### config.mk
export PLATFORM = sky130hd
export DESIGN_NAME = fetch_stage
export DESIGN_NICKNAME = d
export VERILOG_FILES = /design/src/rtl/fetch_stage.sv
export SDC_FILE = /design/constraint.sdc
export NUM_CORES = 1
export LEC_CHECK = 0
export CORE_MARGIN = 3
export CORE_UTILIZATION = 37
export DETAILED_ROUTE_END_ITERATION = 6
export GPL_TIMING_DRIVEN = 0
export SLEW_MARGIN = 40
export SYNTH_ARGS = -nofsm -noshare
export SYNTH_HDL_FRONTEND = slang
export SYNTH_SLANG_ARGS = --single-unit
### constraint.sdc
create_clock -name i_clk -period 1.9 [get_ports i_clk]
set_clock_uncertainty 0.05 [all_clocks]
set_input_delay 0.19 -clock i_clk [delete_from_list [all_inputs] [get_ports i_clk]]
set_output_delay 0.19 -clock i_clk [all_outputs]
set_load 0.01 [all_outputs]
### src/rtl/fetch_stage.sv
// Instruction fetch stage: owns the PC, loads reset/interrupt vectors, assembles
// two-word instructions and drives the IF/ID register feeding decode.
module fetch_stage #(
  parameter int unsigned PC_WIDTH       = 16,
  parameter int unsigned RESET_VEC_ADDR = 0,
  parameter int unsigned INT_VEC_ADDR   = 1
) (
  input  logic                i_clk,
  input  logic                i_reset,
  input  logic                i_stall,
  input  logic                i_redirect,
  input  logic [PC_WIDTH-1:0] i_redirect_pc,
  input  logic                i_interrupt,
  input  logic [15:0]         i_imem_data,
  output logic [PC_WIDTH-1:0] o_imem_addr,
  output logic [15:0]         o_instr,
  output logic [15:0]         o_imm_value,
  output logic [PC_WIDTH-1:0] o_pc,
  output logic [PC_WIDTH-1:0] o_pc_next,
  output logic                o_valid,
  output logic                o_interrupt
);

  localparam int unsigned WORD_W = 16;

  typedef enum logic [1:0] {S_BOOT, S_RUN, S_IMM, S_INT} state_t;

  state_t              state_q, state_d;
  logic [PC_WIDTH-1:0] pc_q, pc_d, pc_inc;
  logic                int_pending_q, int_pending_d;
  logic [WORD_W-1:0]   held_word_q, held_word_d;
  logic [PC_WIDTH-1:0] held_pc_q, held_pc_d;

  logic [WORD_W-1:0]   instr_d, imm_value_d;
  logic [PC_WIDTH-1:0] out_pc_d, out_pc_next_d;
  logic                valid_d, interrupt_d;

  assign pc_inc = pc_q + PC_WIDTH'(1);

  // State, PC and IF/ID output register
  always_ff @(posedge i_clk) begin
    if (i_reset) begin
      state_q       <= S_BOOT;
      pc_q          <= '0;
      int_pending_q <= 1'b0;
      held_word_q   <= '0;
      held_pc_q     <= '0;
      o_instr       <= '0;
      o_imm_value   <= '0;
      o_pc          <= '0;
      o_pc_next     <= '0;
      o_valid       <= 1'b0;
      o_interrupt   <= 1'b0;
    end else begin
      state_q       <= state_d;
      pc_q          <= pc_d;
      int_pending_q <= int_pending_d;
      held_word_q   <= held_word_d;
      held_pc_q     <= held_pc_d;
      o_instr       <= instr_d;
      o_imm_value   <= imm_value_d;
      o_pc          <= out_pc_d;
      o_pc_next     <= out_pc_next_d;
      o_valid       <= valid_d;
      o_interrupt   <= interrupt_d;
    end
  end

  // Next-state, fetch address and next output values
  always_comb begin
    state_d       = state_q;
    pc_d          = pc_q;
    int_pending_d = int_pending_q | i_interrupt;
    held_word_d   = held_word_q;
    held_pc_d     = held_pc_q;
    instr_d       = o_instr;
    imm_value_d   = o_imm_value;
    out_pc_d      = o_pc;
    out_pc_next_d = o_pc_next;
    valid_d       = o_valid;
    interrupt_d   = o_interrupt;
    o_imem_addr   = pc_q;

    case (state_q)
      S_BOOT, S_INT: begin
        // Vector fetch: the addressed word is the new PC
        o_imem_addr = (state_q == S_BOOT) ? PC_WIDTH'(RESET_VEC_ADDR)
                                          : PC_WIDTH'(INT_VEC_ADDR);
        pc_d        = PC_WIDTH'(i_imem_data);
        valid_d     = 1'b0;
        interrupt_d = 1'b0;
        state_d     = S_RUN;
      end

      S_RUN, S_IMM: begin
        if (i_redirect) begin
          pc_d        = i_redirect_pc;
          valid_d     = 1'b0;
          interrupt_d = 1'b0;
          state_d     = S_RUN;
        end else if (!i_stall) begin
          if (state_q == S_IMM) begin
            instr_d       = held_word_q;
            imm_value_d   = i_imem_data;
            out_pc_d      = held_pc_q;
            out_pc_next_d = pc_inc;
            valid_d       = 1'b1;
            interrupt_d   = 1'b0;
            pc_d          = pc_inc;
            state_d       = S_RUN;
          end else if (int_pending_q) begin
            // Interrupt token replaces this fetch; PC is the return address
            instr_d       = '0;
            imm_value_d   = '0;
            out_pc_d      = pc_q;
            out_pc_next_d = pc_q;
            valid_d       = 1'b1;
            interrupt_d   = 1'b1;
            int_pending_d = i_interrupt;
            state_d       = S_INT;
          end else if (i_imem_data[0]) begin
            held_word_d = i_imem_data;
            held_pc_d   = pc_q;
            valid_d     = 1'b0;
            interrupt_d = 1'b0;
            pc_d        = pc_inc;
            state_d     = S_IMM;
          end else begin
            instr_d       = i_imem_data;
            imm_value_d   = '0;
            out_pc_d      = pc_q;
            out_pc_next_d = pc_inc;
            valid_d       = 1'b1;
            interrupt_d   = 1'b0;
            pc_d          = pc_inc;
          end
        end
      end

      default: state_d = S_BOOT;
    endcase
  end

endmodule

# == After elaboration in Yosys (flattened, before gate mapping) ==
# Index checks and enable logic that the tools add are counted.
# classes
add_sub_neg,1
n_eq_ne,7
bitwise_logic,5
mux,41
reduce_logical,7
# ops
cell,count
two-way mux 16 bit,17
case mux 16 bit (2 select lines),1
adder 16 x 1 -> 16 bit (second input constant),1
two-way mux 1 bit,15
two-way mux 2 bit,5
AND reduction 6 bit,1
inequality test 5 bit (second input constant),1
equality test 2 bit (second input constant),2
inequality test 4 bit (second input constant),1
inverter 1 bit,4
case mux 1 bit (2 select lines),2
case mux 2 bit (2 select lines),1
AND reduction 2 bit,2
AND reduction 4 bit,1
OR reduction 2 bit,2
inequality test 3 x 1 -> 1 bit (second input constant),1
inequality test 3 bit (second input constant),1
equality test 2 x 1 -> 1 bit (second input constant),1
logical NOT 2 bit,1
bitwise OR 1 bit,1
# totals
elab_cells,72
inputBits,37
output_inout_bits,82
ff_bits,117

# == Logic depth before layout (Yosys ltp) ==
# depth
depth_word,6
ltp_mapped,8
depth_no_buf,6

# == Least setup slack after synthesis ==
# OpenSTA, ideal clock, no wires.
# synth_path
path_type,register to register
start,register state_q[0]
end,register o_pc[0]
arrival_ps,1791
slack_ps,-76
n_path_buf,2
period_less_slack_ps,1976
setup_time_ps,134
path_stages_with_launch,8
required_time_ps,1716
path_cell_list,dfxtp_1 -> inv_1 -> ha_1 -> nor3b_2 -> a21boi_1 -> buf_2 -> buf_2 -> a211oi_1
# synth_between
elab_chain_len,3
word_cells_on_any_way,6
cone_classes,eq/ne: 3; mux: 1; reduce/logical: 2
# synth_rtl
element,line,rtl
from (decl),28,"state_t state_q, state_d;"
from (signal assigned),55,state_q <= state_d;
equality test 2 bit / equality test 2 x 1 -> 1 bit (equally long branches),"84, 102",
inequality test 3 x 1 -> 1 bit (no source line) / OR reduction 2 bit (equally long branches),--,
AND reduction 4 bit (no source line),--,
to (signal assigned),62,o_pc <= out_pc_d;
to (decl),18,"output logic [PC_WIDTH-1:0] o_pc,"
# Parallel ways exist; a longest one is shown, timed or not.
# A chain may end at the register's enable or synchronous reset.

# == Worst setup path after layout ==
# layout_path
start,register state_q[0]
end,output o_imem_addr[4]
# layout_between
elab_chain_len,3
word_cells_on_any_way,4
cone_classes,eq/ne: 1; mux: 1; reduce/logical: 2
# layout_rtl
element,line,rtl
equality test 2 bit / logical NOT 2 bit (equally long branches),84,case (state_q)
OR reduction 2 bit *,84,
two-way mux 16 bit *,84,
to (decl),15,"output logic [PC_WIDTH-1:0] o_imem_addr,"
# Every way passes the cells marked *; elsewhere a longest branch is shown, timed or not.

==> summary.md <==
| Metric | Value |
|---|---|
| Post-synth EDFFs | 0 |
| HP Class | in -> reg |
| Syn_nets | 739 |
| Outcome | complete, but fails checks |
| Final setup viols | 23 |
| Filler cells | 1273 |
| Sw frac | 27.9% |
| Worst setup margin | -0.0721 ns |
| Vias in the first global route | 5817 |
| Post-CTS Hold Buffers | 0 |
| DRT met1 WL | 9650 um |
| Kind of critical path | reg -> out |
| Sw power | 2090 uW |
| Core footprint | 0.0147 mm2 |
| Remaining global-route overflow | 0 |
| CP required | 1.66 ns |
| Yosys warning count | 0 |
| Multi-input logic area | 0.00339 mm2 |
| Worst Hold Depth | 3 |
| Most common cell after layout, fill and taps aside | dfxtp_1 |
| Global-route wire length before repair | 32600 um |
| Clk buf depth | 2 |
| Avg Cell Area, Syn | 8.06 um2 |
| Internal Pwr Total | 5400 uW |
| Max Fclk | 507 MHz |
| Pin count of the biggest net entering global routing | 17 |
| Endpoint, Worst Hold | o_valid |
| FF/Latch Area | 0.00235 mm2 |
| Failing checks | negative setup slack |
| Max-slew headroom at the worst pin | 51.4% |
| DR pass1 iterations | 4 |
| Setup TNS Final | -0.993 ns |
| Vias per cell | 5.55 |
| Residual DRC | 0 |
| Most frequent cells in the layout | 113 x dfxtp_1, 100 x clkdlybuf4s50_1, 96 x nand2_1, 62 x a21oi_1, 53 x nor2_1 |
| Die footprint | 0.0167 mm2 |
| Period utilisation layout | 104% |
| Final instance area | 0.00895 mm2 |
| Register bit total from synthesis | 117 |
| Fin cells | 1079 |
| PD cells | 837 mW/mm2 |
| Static leakage | 0.00315 uW |
| Critical Path Start Type | flop |
| Placed insts | 998 |
| N_diodes | 0 |
| Worst R2R Setup Slack | -0.05 ns |
| Root Driver | clkbuf_16 |
| Crit end category | output port |
| Worst hold start | i_stall |
| Effective utilization at floorplan | 38.3% |
| Post-Syn Instances | 698 |
| Post-DRT Antenna Nets | 0 |
| Clock transition at the registers of the reported paths | 0.06 ns |
| FF-to-FF path depth | 8 |
| Hold Worst Slack | 0.122 ns |
| Post-synth top flop | dfxtp_1 |
| Vias | 5990 |
| Clock latency on the worst-skew pair | 0.42 ns |
| VDD IR-drop max | 0.000677 V |
| Placed cell areas | 0.00703 mm2 |
| Initial antenna violation count | 0 |
| Routability cong. | 0.924 |
| Met2 wire len | 10800 um |
| Routed wire length per instance | 20.4 um |
| DR top layer | met4 |
| Max Slew Vio Count | 0 |
| Ys async rst share | 0% |
| Worst-Margin Slew | 0.730 ns |
| Area Growth Syn to Fin | 59.1% |
| Clock Power Share | 45.4% |
| CTS tree | built |
| Fin crit period | 1.97 ns |
| Flop pwr share | 35.1% |
| IO Count | 119 |
| H-tree depth | 4 |
| Worst Path Arrival | 1.73 ns |
| Register area share after synthesis | 41.6% |
| Total power | 7490 uW |
| Synth Cell Area | 0.00562 mm2 |
| Clock sinks | 117 |
| Hold Violations, Final | 0 |
| Unrepaired setup endpoints after global routing | true |
| Nets@finish | 923 |
| Comb pwr share | 19.5% |
| Die width | 129 um |
| Worst-path maximum fanout | 7 |
| Share of layout cells above drive strength 1 | 28.9% |
| Drt total wl | 22000 um |
| WL met3 | 1080 um |
| Die Ht | 129 um |
| Iter 0 DRT Violations | 370 |
| Post-synth cell types | 59 |
| Critical R2R Capture | pc_q[9] |
| Port Buffer Count | 116 |
| FP Rows | 44 |
| Total CTS buffers | 17 |
| Detail Placement HPWL | 15200 um |
| Max-Cap Viols | 0 |
| FF-to-FF Start | state_q[1] |
| Total GRT Usage | 25.6% |
through the flow:
| step | utilization [%] | setup WS [ns] |
|---|---|---|
| 2_1_floorplan | - | 0.00155 |
| 3_3_place_gp | 47.8 | -0.715 |
| 4_1_cts | 57.2 | -0.104 |
| 3_5_place_dp | 47.8 | -0.720 |
| 6_report | 60.9 | -0.0721 |
| 5_1_grt | 60.9 | -0.118 |
what timing repair did:
item,4_1_cts,5_1_grt
pin swaps,19,31
hold endpoints to repair,0,0
cloned,5,2
setup buffers,27,19
endpoints found under the setup margin,130,118
resized for setup,218,95
kinds of logic (layout without fill, tap and decap cells):
logic type               Yosys count  in the layout  share of synthesized area (%)
flip-flops                       117            117                           41.6
multiplexers                      21             21                           3.76
AND/OR/NAND/NOR                  292            292                           25.3
buffers and inverters             82            279                           6.61
XOR/XNOR                          12             12                           1.87
adder cells (fa/ha/maj)            4              4                          0.890
AO/OA/AOI/OAI                    170            170                           19.9
power by group through the flow:
stage	clock, uW	sequential, uW	combinational [uW]
floorplan	0	2680	571
global placement	0	2670	1060
detailed placement	0	2680	1070
CTS	3420	2630	1290
global route	3540	2640	1540
finish	3400	2630	1460
critical path, cell delays in order (launching register included):
cell and delay [ns]:
dfxtp_2 0.33, inv_2 0.05, ha_4 0.26, clkbuf_16 0.17, buf_8 0.13, buf_8 0.12, and2_4 0.15, buf_6 0.11
how the worst max path moves through the flow:
stage	startpoint	endpoint	slack, ns
3_5_place_dp	state_q[1]	o_instr[14]	-0.72
3_3_place_gp	state_q[0]	pc_q[5]	-0.71
6_report	state_q[0]	o_imem_addr[4]	-0.07
4_1_cts	state_q[1]	o_imem_addr[14]	-0.10
2_1_floorplan	state_q[0]	o_pc[0]	0.002
5_1_grt	state_q[0]	o_pc_next[10]	-0.12
Yosys cell counts (20+ instances only):
master / n / area share [%]
nand3_1: 32 / 2.8
clkbuf_1: 42 / 2.8
mux2i_1: 20 / 3.6
a21oi_1: 66 / 5.9
buf_2: 21 / 1.9
nor3_1: 21 / 1.9
nand2_1: 99 / 6.6
dfxtp_1: 117 / 42
a211oi_1: 46 / 6.1
nor2_1: 65 / 4.3
final cells by class:
cell class | count | area share, %
clock inverters | 13 | 1.92
clock buffers | 19 | 5.06
plain buffers | 69 | 6.99
flip-flops and latches | 117 | 26.3
repair buffers | 169 | 18.8
multi-input cells | 499 | 37.9
well taps | 184 | 2.57
inverters | 9 | 0.406
state kept, by name, summed over array words and instances (netlist names):
signal and flops:
o_interrupt 1, held_pc_q 16, state_q 2, pc_q 16, o_pc_next 16, int_pending_q 1
o_imm_value 16, o_instr 16, held_word_q 16, o_pc 16, o_valid 1
per-layer routing:
metal	vias to the layer above	track usage, %
met5	-	0
met1	2932	32.2
met2	176	43.1
met3	31	4.86
li1	2851	-
met4	0	10.7
No activity file was read; power rests on OpenSTA's default activity.
